`src/rtl/pc_pkg.sv`:
```
// Shared definitions for the program-counter unit: next-PC select codes and default step.
package pc_pkg;

  localparam logic [2:0] SEL_SEQ    = 3'b000;
  localparam logic [2:0] SEL_JUMP   = 3'b001;
  localparam logic [2:0] SEL_BRANCH = 3'b010;
  localparam logic [2:0] SEL_CALL   = 3'b011;
  localparam logic [2:0] SEL_RET    = 3'b100;

  localparam int DEFAULT_STEP = 4;

endpackage

```
`src/rtl/pc_ras.sv`:
```
// Circular return-address stack; a push while full overwrites the oldest entry and pulses ovf.
// Latency 1 (state and ovf update on the edge); never stalls, the caller gates push/pop.
module pc_ras #(
  parameter int WIDTH     = 16,
  parameter int RAS_DEPTH = 4
) (
  input  logic             clk,
  input  logic             rst,
  input  logic             push,
  input  logic             pop,
  input  logic [WIDTH-1:0] push_data,
  output logic [WIDTH-1:0] top_data,
  output logic             empty,
  output logic             full,
  output logic             ovf
);

  localparam int PW = $clog2(RAS_DEPTH);
  localparam int CW = $clog2(RAS_DEPTH + 1);
  localparam logic [CW-1:0] CNT_MAX = CW'(RAS_DEPTH);

  logic [WIDTH-1:0] mem [RAS_DEPTH];
  logic [PW-1:0]    top;
  logic [PW-1:0]    top_inc;
  logic [CW-1:0]    count;

  assign top_inc  = top + PW'(1);
  assign top_data = mem[top];
  assign empty    = (count == '0);
  assign full     = (count == CNT_MAX);

  always_ff @(posedge clk) begin
    if (rst) begin
      top   <= '0;
      count <= '0;
      ovf   <= 1'b0;
    end else begin
      ovf <= push && full;
      if (push) begin
        // When full, top+1 lands on the oldest entry, so the count stays put.
        top <= top_inc;
        if (!full) count <= count + CW'(1);
      end else if (pop && !empty) begin
        top   <= top - PW'(1);
        count <= count - CW'(1);
      end
    end
  end

  // Entry contents need no reset; only the pointer and count define validity.
  always_ff @(posedge clk) begin
    if (push) mem[top_inc] <= push_data;
  end

endmodule

```
`src/rtl/pc_unit.sv`:
```
// Program counter with sequential/jump/branch/call/return modes and an internal RAS.
// Latency 1 (next PC on pc after the edge); en=0 stalls PC and RAS, no other backpressure.
module pc_unit
  import pc_pkg::*;
#(
  parameter int               WIDTH     = 16,
  parameter int               STEP      = DEFAULT_STEP,
  parameter int               RAS_DEPTH = 4,
  parameter logic [WIDTH-1:0] RESET_PC  = '0
) (
  input  logic             clk,
  input  logic             rst,
  input  logic             en,
  input  logic [2:0]       select,
  input  logic [WIDTH-1:0] jump_addr,
  output logic [WIDTH-1:0] pc,
  output logic             ras_empty,
  output logic             ras_full,
  output logic             err,
  output logic             ras_ovf
);

  localparam logic [WIDTH-1:0] STEP_W = WIDTH'(STEP);

  logic [WIDTH-1:0] seq;
  logic [WIDTH-1:0] branch_tgt;
  logic [WIDTH-1:0] pc_next;
  logic [WIDTH-1:0] top_data;
  logic             push;
  logic             pop;
  logic             err_next;

  assign seq        = pc + STEP_W;
  assign branch_tgt = seq + jump_addr;

  always_comb begin
    pc_next  = pc;
    push     = 1'b0;
    pop      = 1'b0;
    err_next = 1'b0;
    if (en) begin
      case (select)
        SEL_SEQ:    pc_next = seq;
        SEL_JUMP:   pc_next = jump_addr;
        SEL_BRANCH: pc_next = branch_tgt;
        SEL_CALL: begin
          pc_next = jump_addr;
          push    = 1'b1;
        end
        SEL_RET: begin
          // Return on an empty stack falls through to the next instruction.
          if (ras_empty) begin
            pc_next  = seq;
            err_next = 1'b1;
          end else begin
            pc_next = top_data;
            pop     = 1'b1;
          end
        end
        default: err_next = 1'b1;
      endcase
    end
  end

  always_ff @(posedge clk) begin
    if (rst) begin
      pc  <= RESET_PC;
      err <= 1'b0;
    end else begin
      pc  <= pc_next;
      err <= err_next;
    end
  end

  pc_ras #(
    .WIDTH     (WIDTH),
    .RAS_DEPTH (RAS_DEPTH)
  ) u_ras (
    .clk       (clk),
    .rst       (rst),
    .push      (push),
    .pop       (pop),
    .push_data (seq),
    .top_data  (top_data),
    .empty     (ras_empty),
    .full      (ras_full),
    .ovf       (ras_ovf)
  );

endmodule

```
`config.mk`:
```
export PLATFORM = sky130hd
export DESIGN_NAME = pc_unit
export DESIGN_NICKNAME = d
export VERILOG_FILES = /design/src/rtl/pc_pkg.sv /design/src/rtl/pc_ras.sv /design/src/rtl/pc_unit.sv
export SDC_FILE = /design/constraint.sdc
export NUM_CORES = 1
export LEC_CHECK = 0
export CORE_MARGIN = 5
export CORE_UTILIZATION = 41
export CTS_BUF_LIST = sky130_fd_sc_hd__clkbuf_8
export CTS_CLUSTER_DIAMETER = 80
export DETAILED_ROUTE_END_ITERATION = 7
export PLACE_DENSITY = 0.6
export SYNTH_ARGS = -nofsm -noshare
export SYNTH_HDL_FRONTEND = slang
export SYNTH_SLANG_ARGS = --single-unit
```
`constraint.sdc`:
```
create_clock -name clk -period 4 [get_ports clk]
set_clock_uncertainty 0.2 [all_clocks]
set_input_delay 0.4 -clock clk [delete_from_list [all_inputs] [get_ports clk]]
set_output_delay 0.4 -clock clk [all_outputs]
set_load 0.01 [all_outputs]
```
==> results.py <==
metrics = {
    "power_and_ir_drop": {
        "ir_drop_mv": 0.216,
        "report.power.total_mw": 2.08,
        "pwr_density_cell_mw_per_mm2": 370,
        "power.static_leakage_nw": 1.98,
    },
    "hold_path": {
        "classification_of_the_worst_slack_hold_path": "register to register",
        "worst_hold_startpoint": "u_ras.count[2]$_SDFFE_PP0P_",
    },
    "synthesis": {
        "synth_area_mm2": 0.00483,
        "complex_gate_fraction_of_the_synthesized_area_pct": 15.3,
        "synthArstFlopShare_pct": 0,
        "portion_of_netlist_area_occupied_by_mux_cells_pct": 7.67,
        "synth_top_flop_cell": "sky130_fd_sc_hd__edfxtp_1",
        "synth_edf_count": 64,
        "mappedNetlistNets": 449,
        "syn-mean-instance-area_um2": 12.0,
        "synthSimpleGateAreaFrac_pct": 12.7,
        "syn-instance-count": 404,
        "synth_warnings": 0,
        "post_synth_xor_area_fraction_pct": 4.71,
        "synth_top_family_by_area": "compound AO/OA/AOI/OAI gates",
        "ys_ff_latch": 89,
        "distinct_cells_synth": 63,
        "synth_fa_ha_area_share_pct": 6.27,
        "ys_seq_area_share_pct": 50.1,
    },
    "finish": {
        "syn2layout_area_growth_pct": 16.2,
        "multi_input_comb_area_mm2": 0.00225,
        "layout_common_cells": "sky130_fd_sc_hd__edfxtp_1, sky130_fd_sc_hd__clkdlybuf4s50_1, sky130_fd_sc_hd__nor2_1, sky130_fd_sc_hd__nand2_1, sky130_fd_sc_hd__a21oi_1",
        "mostFrequentLayoutCell": "sky130_fd_sc_hd__edfxtp_1",
        "antenna_cells_inserted": 0,
        "seq_area_mm2": 0.00242,
        "finalInstanceArea_mm2": 0.00561,
        "nNetsFinal": 493,
        "fillerInstances": 1024,
        "drive_gt1_share_pct": 12.1,
    },
    "worst_setup_path": {
        "end_kind": "register",
        "reg2reg_setup_slack_ns": 0.60,
        "criticalPathCategory": "register to register",
        "critPathMaxStageDelay_ns": 0.44,
        "startpoint": "pc[2]$_SDFFE_PP0P_",
        "regToRegStartpoint": "pc[2]$_SDFFE_PP0P_",
        "reg2reg_depth": 11,
        "timing.critical_path.cells": "ha_1, and4_1, nand4_1, xnor2_1, ha_1, a21oi_1, o211ai_1, a21o_1, o21ai_0, nand3b_1, o41ai_1",
        "timing.critical_path.from_type": "register",
        "critical_path_peak_fanout": 7,
        "arrival_ns": 3.46,
        "critical_path.most_common_cell": "sky130_fd_sc_hd__ha_1",
        "cp.required_ns": 4.06,
        "crit_end": "pc[12]$_SDFFE_PP0P_",
        "slowest_stage": "sky130_fd_sc_hd__dfxtp_1",
        "r2r_end": "pc[12]$_SDFFE_PP0P_",
    },
    "cts": {
        "ctsHtreeMaxLevel": 3,
        "max-clock-path-buffers": 2,
        "worst_skew_pair.late_latency_ns": 0.36,
        "tritoncts_num_sinks": 89,
        "cts_resized": 0,
        "post_cts_repair_timing_setup_buffer_count": 0,
        "clock_tree.root_cell": "sky130_fd_sc_hd__clkbuf_8",
        "clk_transition_reported_paths_ns": 0.09,
        "tritoncts": "yes",
        "cts_inserted_buffers": 9,
        "cts_hold_repair.buffers": 0,
    },
    "sta": {
        "final_max_slew_viol_count": 0,
        "post-route-worst-setup-slack_ns": 0.601,
        "timing_hold_violations_final": 0,
        "setup_tns_ns": 0,
        "rsz0062_at_grt": "no",
        "fmax_mhz": 294,
        "worst_slew_pin_slew_ns": 0.997,
        "report.final.setup_viol": 0,
        "final.min_clock_period_ns": 3.40,
        "period_share_pct": 85.0,
        "relSlewSlack_pct": 33.4,
    },
    "place": {
        "place_hpwl_um": 8600,
        "place.port_buffers": 41,
        "detailed_place.area_mm2": 0.00539,
        "place_congestion": 0.863,
        "post-place-ws_ns": 0.606,
    },
    "floorplan": {
        "die-area_mm2": 0.0141,
        "std_cell_rows": 39,
        "coreArea_mm2": 0.0115,
        "num_io_pins": 42,
        "die_h_um": 119,
        "die_width_um": 119,
        "floorplan.initialDensity_pct": 42.1,
    },
    "detailed_routing": {
        "avgRoutedWirePerCell_um": 20.0,
        "postRouteAntennaNets": 0,
        "starting_drc_count_in_detailed_routing": 234,
        "drc": 0,
        "drt-vias-per-instance": 5.82,
        "detail_route.first_pass.iterations": 5,
        "vias": 3471,
        "totalWireLength_um": 11900,
    },
    "global_route": {
        "global_route.usage.total_pct": 17.6,
        "initial_antenna_violation_count": 0,
        "grt_start_max_net_pins": 19,
        "grt_remaining_overflow": 0,
        "grt_first_pass_wirelength_um": 19300,
        "first_global_vias": 3536,
    },
    "outcome": {
        "outcome": "finished, final reports clean",
    },
    "flow_run": {
        "drv_cap": 0,
    },
}
==> where the power goes <==
group	switching [mW]	internal, mW
logic	0.197	0.161
registers	0.0306	1.01
clock network	0.322	0.350
==> layer usage <==
metal / track usage [%] / part of all wire (%) / up-vias
li1: - / - / 1662
met1: 23.1 / 45 / 1708
met3: 2.44 / 3.7 / 20
met4: 7.73 / 2.2 / 0
met5: 0 / 0 / -
met2: 29.0 / 49 / 81
==> worst max-delay path: cells and delay by family, from the launching register on <==
kind                       cells  cell delay, ns
AOI/OAI and AO/OA              5            1.01
adders and majority gates      2            0.64
DFF                            1            0.44
xor gates and xnor gates       1            0.41
and+or+nand+nor                3            0.60
==> how the worst min path moves through the flow <==
stage,to,slack [ns],cells past startpoint
floorplan,u_ras.count[2]$_SDFFE_PP0P_,0.27,2
global placement,u_ras.count[2]$_SDFFE_PP0P_,0.29,2
detailed placement,u_ras.count[2]$_SDFFE_PP0P_,0.32,2
CTS,u_ras.count[2]$_SDFFE_PP0P_,0.34,2
global route,u_ras.count[2]$_SDFFE_PP0P_,0.38,2
finish,u_ras.count[2]$_SDFFE_PP0P_,0.34,2
==> cell usage after synthesis, drive strengths merged (10+ instances only) <==
cell type	instances	area share [%]
nand2	30	2.4
nand3	13	1.3
mux4	16	7.5
inv	10	0.78
xor2	13	2.4
a21oi	27	2.8
edfxtp	64	40
clkbuf	11	0.85
nor2	33	2.7
ha	21	5.4
dfxtp	25	10
xnor2	13	2.4
o21ai	11	1.1
==> logic make-up after synthesis <==
logic type,count (synthesis)
DFF,89
adders and majority gates,23
buffers and inverters,30
xor gates and xnor gates,26
muxes,17
and+or+nand+nor,119
AOI/OAI and AO/OA,100
==> sequential cells by signal, summed over array words and instances (netlist names), named ones only <==
register and cells:
u_ras.count 3, u_ras.ovf 1, u_ras.top 2, err 1
u_ras.mem 64, pc 16
==> metrics by stage <==
stage	instances	utilization [%]	hold slack, ns
final	596	48.9	0.343
after global routing	596	48.9	0.380
after CTS	596	48.9	0.337
after detailed placement	580	47.0	0.322
after global placement	580	47.0	0.286
after floorplan	404	-	0.267
==> layout make-up <==
type                    instances  area share [%]
flip-flops and latches         89            43.2
multi-input cells             285            40.2
repair buffers                 53            8.92
well taps                     143            3.19
clock buffers                   9            2.21
clock inverters                 7            1.69
inverters                      10           0.669
No activity file was read; power rests on OpenSTA's default activity.
==> patch 1: new RTL, config.mk and constraints unchanged <==
Reset style: asynchronous (`rst`), changed in 2 clocked blocks.
--- a/src/rtl/pc_ras.sv
+++ b/src/rtl/pc_ras.sv
@@ -31,3 +31,3 @@
 
-  always_ff @(posedge clk) begin
+  always_ff @(posedge clk or posedge rst) begin
     if (rst) begin
--- a/src/rtl/pc_unit.sv
+++ b/src/rtl/pc_unit.sv
@@ -64,3 +64,3 @@
 
-  always_ff @(posedge clk) begin
+  always_ff @(posedge clk or posedge rst) begin
     if (rst) begin
Function: differs if rst is asserted again (counterexample within 4 cycles, from zero or initial values and one cycle with rst high); with rst held inactive, the same outputs for 10 cycles.
==> patch 1 against the original RTL <==
Synthesized area shrank 0.65%; setup slack got worse by 0.19 ns; design area decreased by 0.18%; wire length fell by 2.3%; sequential cell count down 2.
Power is not compared: it rests on default switching activity, and its combinational part moved more than twofold at a synthesized area within 25%.
==> patch 1: results (changes against the original RTL) <==
final.fill_count: 1047  # was 1024
multi_input_cells: 267  # was 285
grt_pass1_wl_um: 18310  # was 19340 um
ys_seq_area_share_pct: 52.03  # was 50.14%
crit_slowest_cell: "or3_1"  # was dfxtp_1
post-place-cells: 560  # was 580
synth.area.top_cells: "edfxtp_1, dfrtp_1, mux4_2"  # was edfxtp_1, dfxtp_1, mux4_2
vias: 3258  # was 3471
clkCellAreaFrac_pct: 4.154  # was 3.901%
synth_xor_area_share_pct: 5.448  # was 4.714%
synthTopCellsByCount: "edfxtp_1, nor2_1, nand2_1"  # unchanged
grt_util_all_layers_pct: 16.85  # was 17.58%
grt_max_degree: 24  # was 19
synth-compound-area-share_pct: 13.37  # was 15.33%
routedWlPerCell_um: 20.19  # was 19.98 um
fin_cells: 576  # was 596
nonClkBufAreaFrac_pct: 8.933  # was 8.917%
worst_pin_slew_ns: 1.062  # was 0.9971 ns
r2r_start: "pc[3]$_DFFE_PP0P_"  # was pc[2]$_SDFFE_PP0P_
dpl_cell_area_um2: 5370  # was 5394 um^2
avgSynthCellArea_um2: 12.60  # was 11.96 um^2
rr_endpoint: "pc[15]$_DFFE_PP0P_"  # was pc[12]$_SDFFE_PP0P_
async_reset_ff_share_pct: 26.44  # was 0%
cp_max_fo: 5  # was 7
multi_input_area_um2: 2156  # was 2255 um^2
dp_hpwl_um: 8393  # was 8603 um
fin_area_um2: 5603  # was 5613 um^2
layout-drive-gt1-share_pct: 14.32  # was 12.14%
r2r_slack_ns: 0.42  # was 0.60 ns
first_global_vias: 3386  # was 3536
hold_depth: 1  # was 2
max_stage_delay_ns: 0.50  # was 0.44 ns
hold_start: "u_ras.count[2]$_DFFE_PP0P_"  # was u_ras.count[2]$_SDFFE_PP0P_
fmax_mhz: 279.0  # was 294.2 MHz
final-seq-area_um2: 2497  # was 2422 um^2
clock_buffers: 11  # was 9
reg2regPathDepth: 12  # was 11
place.gp.congestion: 0.8187  # was 0.8630
status: "finished clean"  # unchanged
-- patch 1: worst max-delay path: cells and delay by family (launching register included) --
kind	cells	cell delay, ns
AO/OA/AOI/OAI	4	1.00
XOR/XNOR	2	0.48
adder cells (fa/ha/maj)	2	0.65
buffers and inverters	1	0.08
flip-flops	1	0.41
AND/OR/NAND/NOR	3	0.64
-- patch 1: per-layer routing --
layer / vias up / GRT usage (%) / routed length [um]
met5: - / 0 / 0
met4: 0 / 4.731 / 167
met3: 16 / 3.582 / 576
met2: 80 / 29.75 / 6010
met1: 1617 / 20.86 / 4877
li1: 1545 / - / -
-- patch 1: through the flow --
stage	power [mW]	setup slack (ns)	hold slack [ns]
final	3.445	0.4161	0.3020
after global routing	3.666	0.1389	0.3212
after CTS	3.481	0.4182	0.3040
after detailed placement	2.767	0.4320	0.2875
after global placement	2.743	0.5775	0.2848
after floorplan	2.337	0.6784	0.2019
-- patch 1: where the power goes --
part	switching, mW	internal [mW]
logic	0.769	0.678
registers	0.149	1.15
clock network	0.315	0.386
==> patch 2: new RTL, same flow settings <==
Without the edit above. `RAS_DEPTH` is set to 4 in 2 places; all go to 8.
--- a/src/rtl/pc_ras.sv
+++ b/src/rtl/pc_ras.sv
@@ -4,3 +4,3 @@
   parameter int WIDTH     = 16,
-  parameter int RAS_DEPTH = 4
+  parameter int RAS_DEPTH = 8
 ) (
--- a/src/rtl/pc_unit.sv
+++ b/src/rtl/pc_unit.sv
@@ -7,3 +7,3 @@
   parameter int               STEP      = DEFAULT_STEP,
-  parameter int               RAS_DEPTH = 4,
+  parameter int               RAS_DEPTH = 8,
   parameter logic [WIDTH-1:0] RESET_PC  = '0
Formal check against the unedited RTL: not equivalent (a bounded check fails within 10 cycles, from zero or initial values and one cycle with rst high).
==> patch 2 against the original RTL <==
Setup slack lost 0.33 ns; die area grew 48%; wire length up 50%; sequential cell count rose by 67; first-iteration DRC count up 64%; total power rose by 65%; global-route usage up 0.27 points; synthesized area is 53% higher; design area up 52%; sequential share of layout area is 8.3 points higher; hold slack got worse by 0.038 ns; critical path type unchanged.
==> patch 2: results (changes against the original RTL) <==
status: "finished clean"  # unchanged
place.gp.congestion: 0.8970  # was 0.8630
first_global_vias: 4712  # was 3536
grt_max_degree: 32  # was 19
htree_levels: 4  # was 3
grt_util_all_layers_pct: 17.85  # was 17.58%
numCtsBuffers: 17  # was 9
dp_slack_ns: 0.2259  # was 0.6062 ns
grt_pass1_wl_um: 27590  # was 19340 um
ys_seq_area_share_pct: 59.72  # was 50.14%
insertion_delay_ns: 0.44  # was 0.36 ns
cts-root-buf: "clkbuf_8"  # unchanged
hp-class: "flop to flop"  # unchanged
io_buffer_count: 41  # unchanged
clockBufferDepth: 2  # unchanged
p_leak_nw: 2.891  # was 1.983 nW
firstDrtPassIters: 4  # was 5
worst_pin_slew_ns: 0.9628  # was 0.9971 ns
drt_iter0_markers: 383  # was 234
synthTopCellsByCount: "edfxtp_1, nor2_1, mux4_2"  # was edfxtp_1, nor2_1, nand2_1
routedWlPerCell_um: 21.79  # was 19.98 um
final_nets: 621  # was 493
max_stage_delay_ns: 0.64  # was 0.44 ns
synth_cell_types: 61  # was 63
layout-drive-gt1-share_pct: 19.39  # was 12.14%
switching_share_pct: 24.48  # was 26.51%
yosys_warnings: 0  # unchanged
cts_setup_buffers: 0  # unchanged
vias_per_cell: 5.802  # was 5.824
cts.clk_slew.worst_paths_ns: 0.08
cts_resized: 0  # unchanged
cp_data_arrival_time_ns: 3.85  # was 3.46 ns
cp_max_fo: 10  # was 7
crit_slowest_cell: "xnor2_1"  # was dfxtp_1
largestRegisters: "u_ras.mem x128, pc x16, u_ras.count x4"  # was u_ras.mem x64, pc x16, u_ras.count x3
dp_hpwl_um: 12400  # was 8603 um
cts_hold_buf: 0  # unchanged
r2r_slack_ns: 0.27  # was 0.60 ns
ir_drop_uv: 190.2  # was 215.9 uV
synth-edff-count: 128  # was 64
period_share_pct: 93.32  # was 84.97%
synth.area.top_cells: "edfxtp_1, mux4_2, dfxtp_1"  # was edfxtp_1, dfxtp_1, mux4_2
antenna_found_initial: 0  # unchanged
synth_nets: 563  # was 449
[patch 2: cell types whose count changed in the layout (fill, tap and decap cells not counted), sizes merged, moves of 8 or more]
cell,change
edfxtp,+64
mux2i,+10
clkbuf,+8
mux4,+16
nor3,+11
buf,+15
[patch 2: layout make-up]
type | instances | area [um^2]
Fill cell | 1537 | 9286
Sequential cell | 156 | 4405
Multi-Input combinational cell | 325 | 2833
Timing Repair Buffer | 68 | 613.1
Tap cell | 229 | 286.5
Clock buffer | 17 | 234.0
Clock inverter | 15 | 156.4
Inverter | 7 | 26.28
[patch 2: critical path: cells and delay by family, from the launching register on]
family	cells	cell delay (ns)
xor+xnor	1	0.64
flops	1	0.47
compound gates	6	1.47
simple gates	2	0.38
fa+ha+maj	1	0.43
[patch 2: cell families after synthesis]
group,share of synthesized area (%)
AO/OA/AOI/OAI,10.43
XOR/XNOR,3.207
adder cells (fa/ha/maj),4.276
buffers and inverters,2.240
flip-flops,59.72
multiplexers,12.33
AND/OR/NAND/NOR,7.788
[patch 2: routing by layer]
layer  track usage (%)  vias up  share of wire (%)
met4             4.906        0                1.4
met3             3.902       17                6.3
met5                 0        -                  0
met2             29.01      128                 48
li1                  -     2177                  -
met1             24.41     2418                 44
[patch 2: stage by stage]
| stage | total power, mW | instances | cell area (um^2) | utilization [%] | hold slack [ns] |
|---|---|---|---|---|---|
| detailed placement | 2.292 | 785 | 8157 | 45.72 | 0.2921 |
| floorplan | 2.132 | 517 | 7375 | - | 0.2613 |
| finish | 3.425 | 817 | 8554 | 47.95 | 0.3052 |
| global placement | 2.285 | 785 | 8157 | 45.72 | 0.2704 |
| CTS | 3.440 | 817 | 8547 | 47.91 | 0.3067 |
| global route | 3.566 | 817 | 8554 | 47.95 | 0.3342 |
[patch 2: power groups by stage]
stage	combinational, mW	clock, mW	sequential [mW]
finish	0.437	1.16	1.82
global route	0.475	1.26	1.83
CTS	0.434	1.18	1.82
detailed placement	0.432	0	1.86
global placement	0.427	0	1.86
floorplan	0.280	0	1.85
[patch 2: path summary, 6_finish.rpt]
path | cells after the start | to | start
worst min-delay path | 2 | u_ras.count[3]$_SDFFE_PP0P_ | u_ras.count[3]$_SDFFE_PP0P_
worst max-delay path | 10 | pc[15]$_SDFFE_PP0P_ | pc[4]$_SDFFE_PP0P_
worst max register to register | 10 | pc[15]$_SDFFE_PP0P_ | pc[4]$_SDFFE_PP0P_
worst min register to register | 2 | u_ras.count[3]$_SDFFE_PP0P_ | u_ras.count[3]$_SDFFE_PP0P_
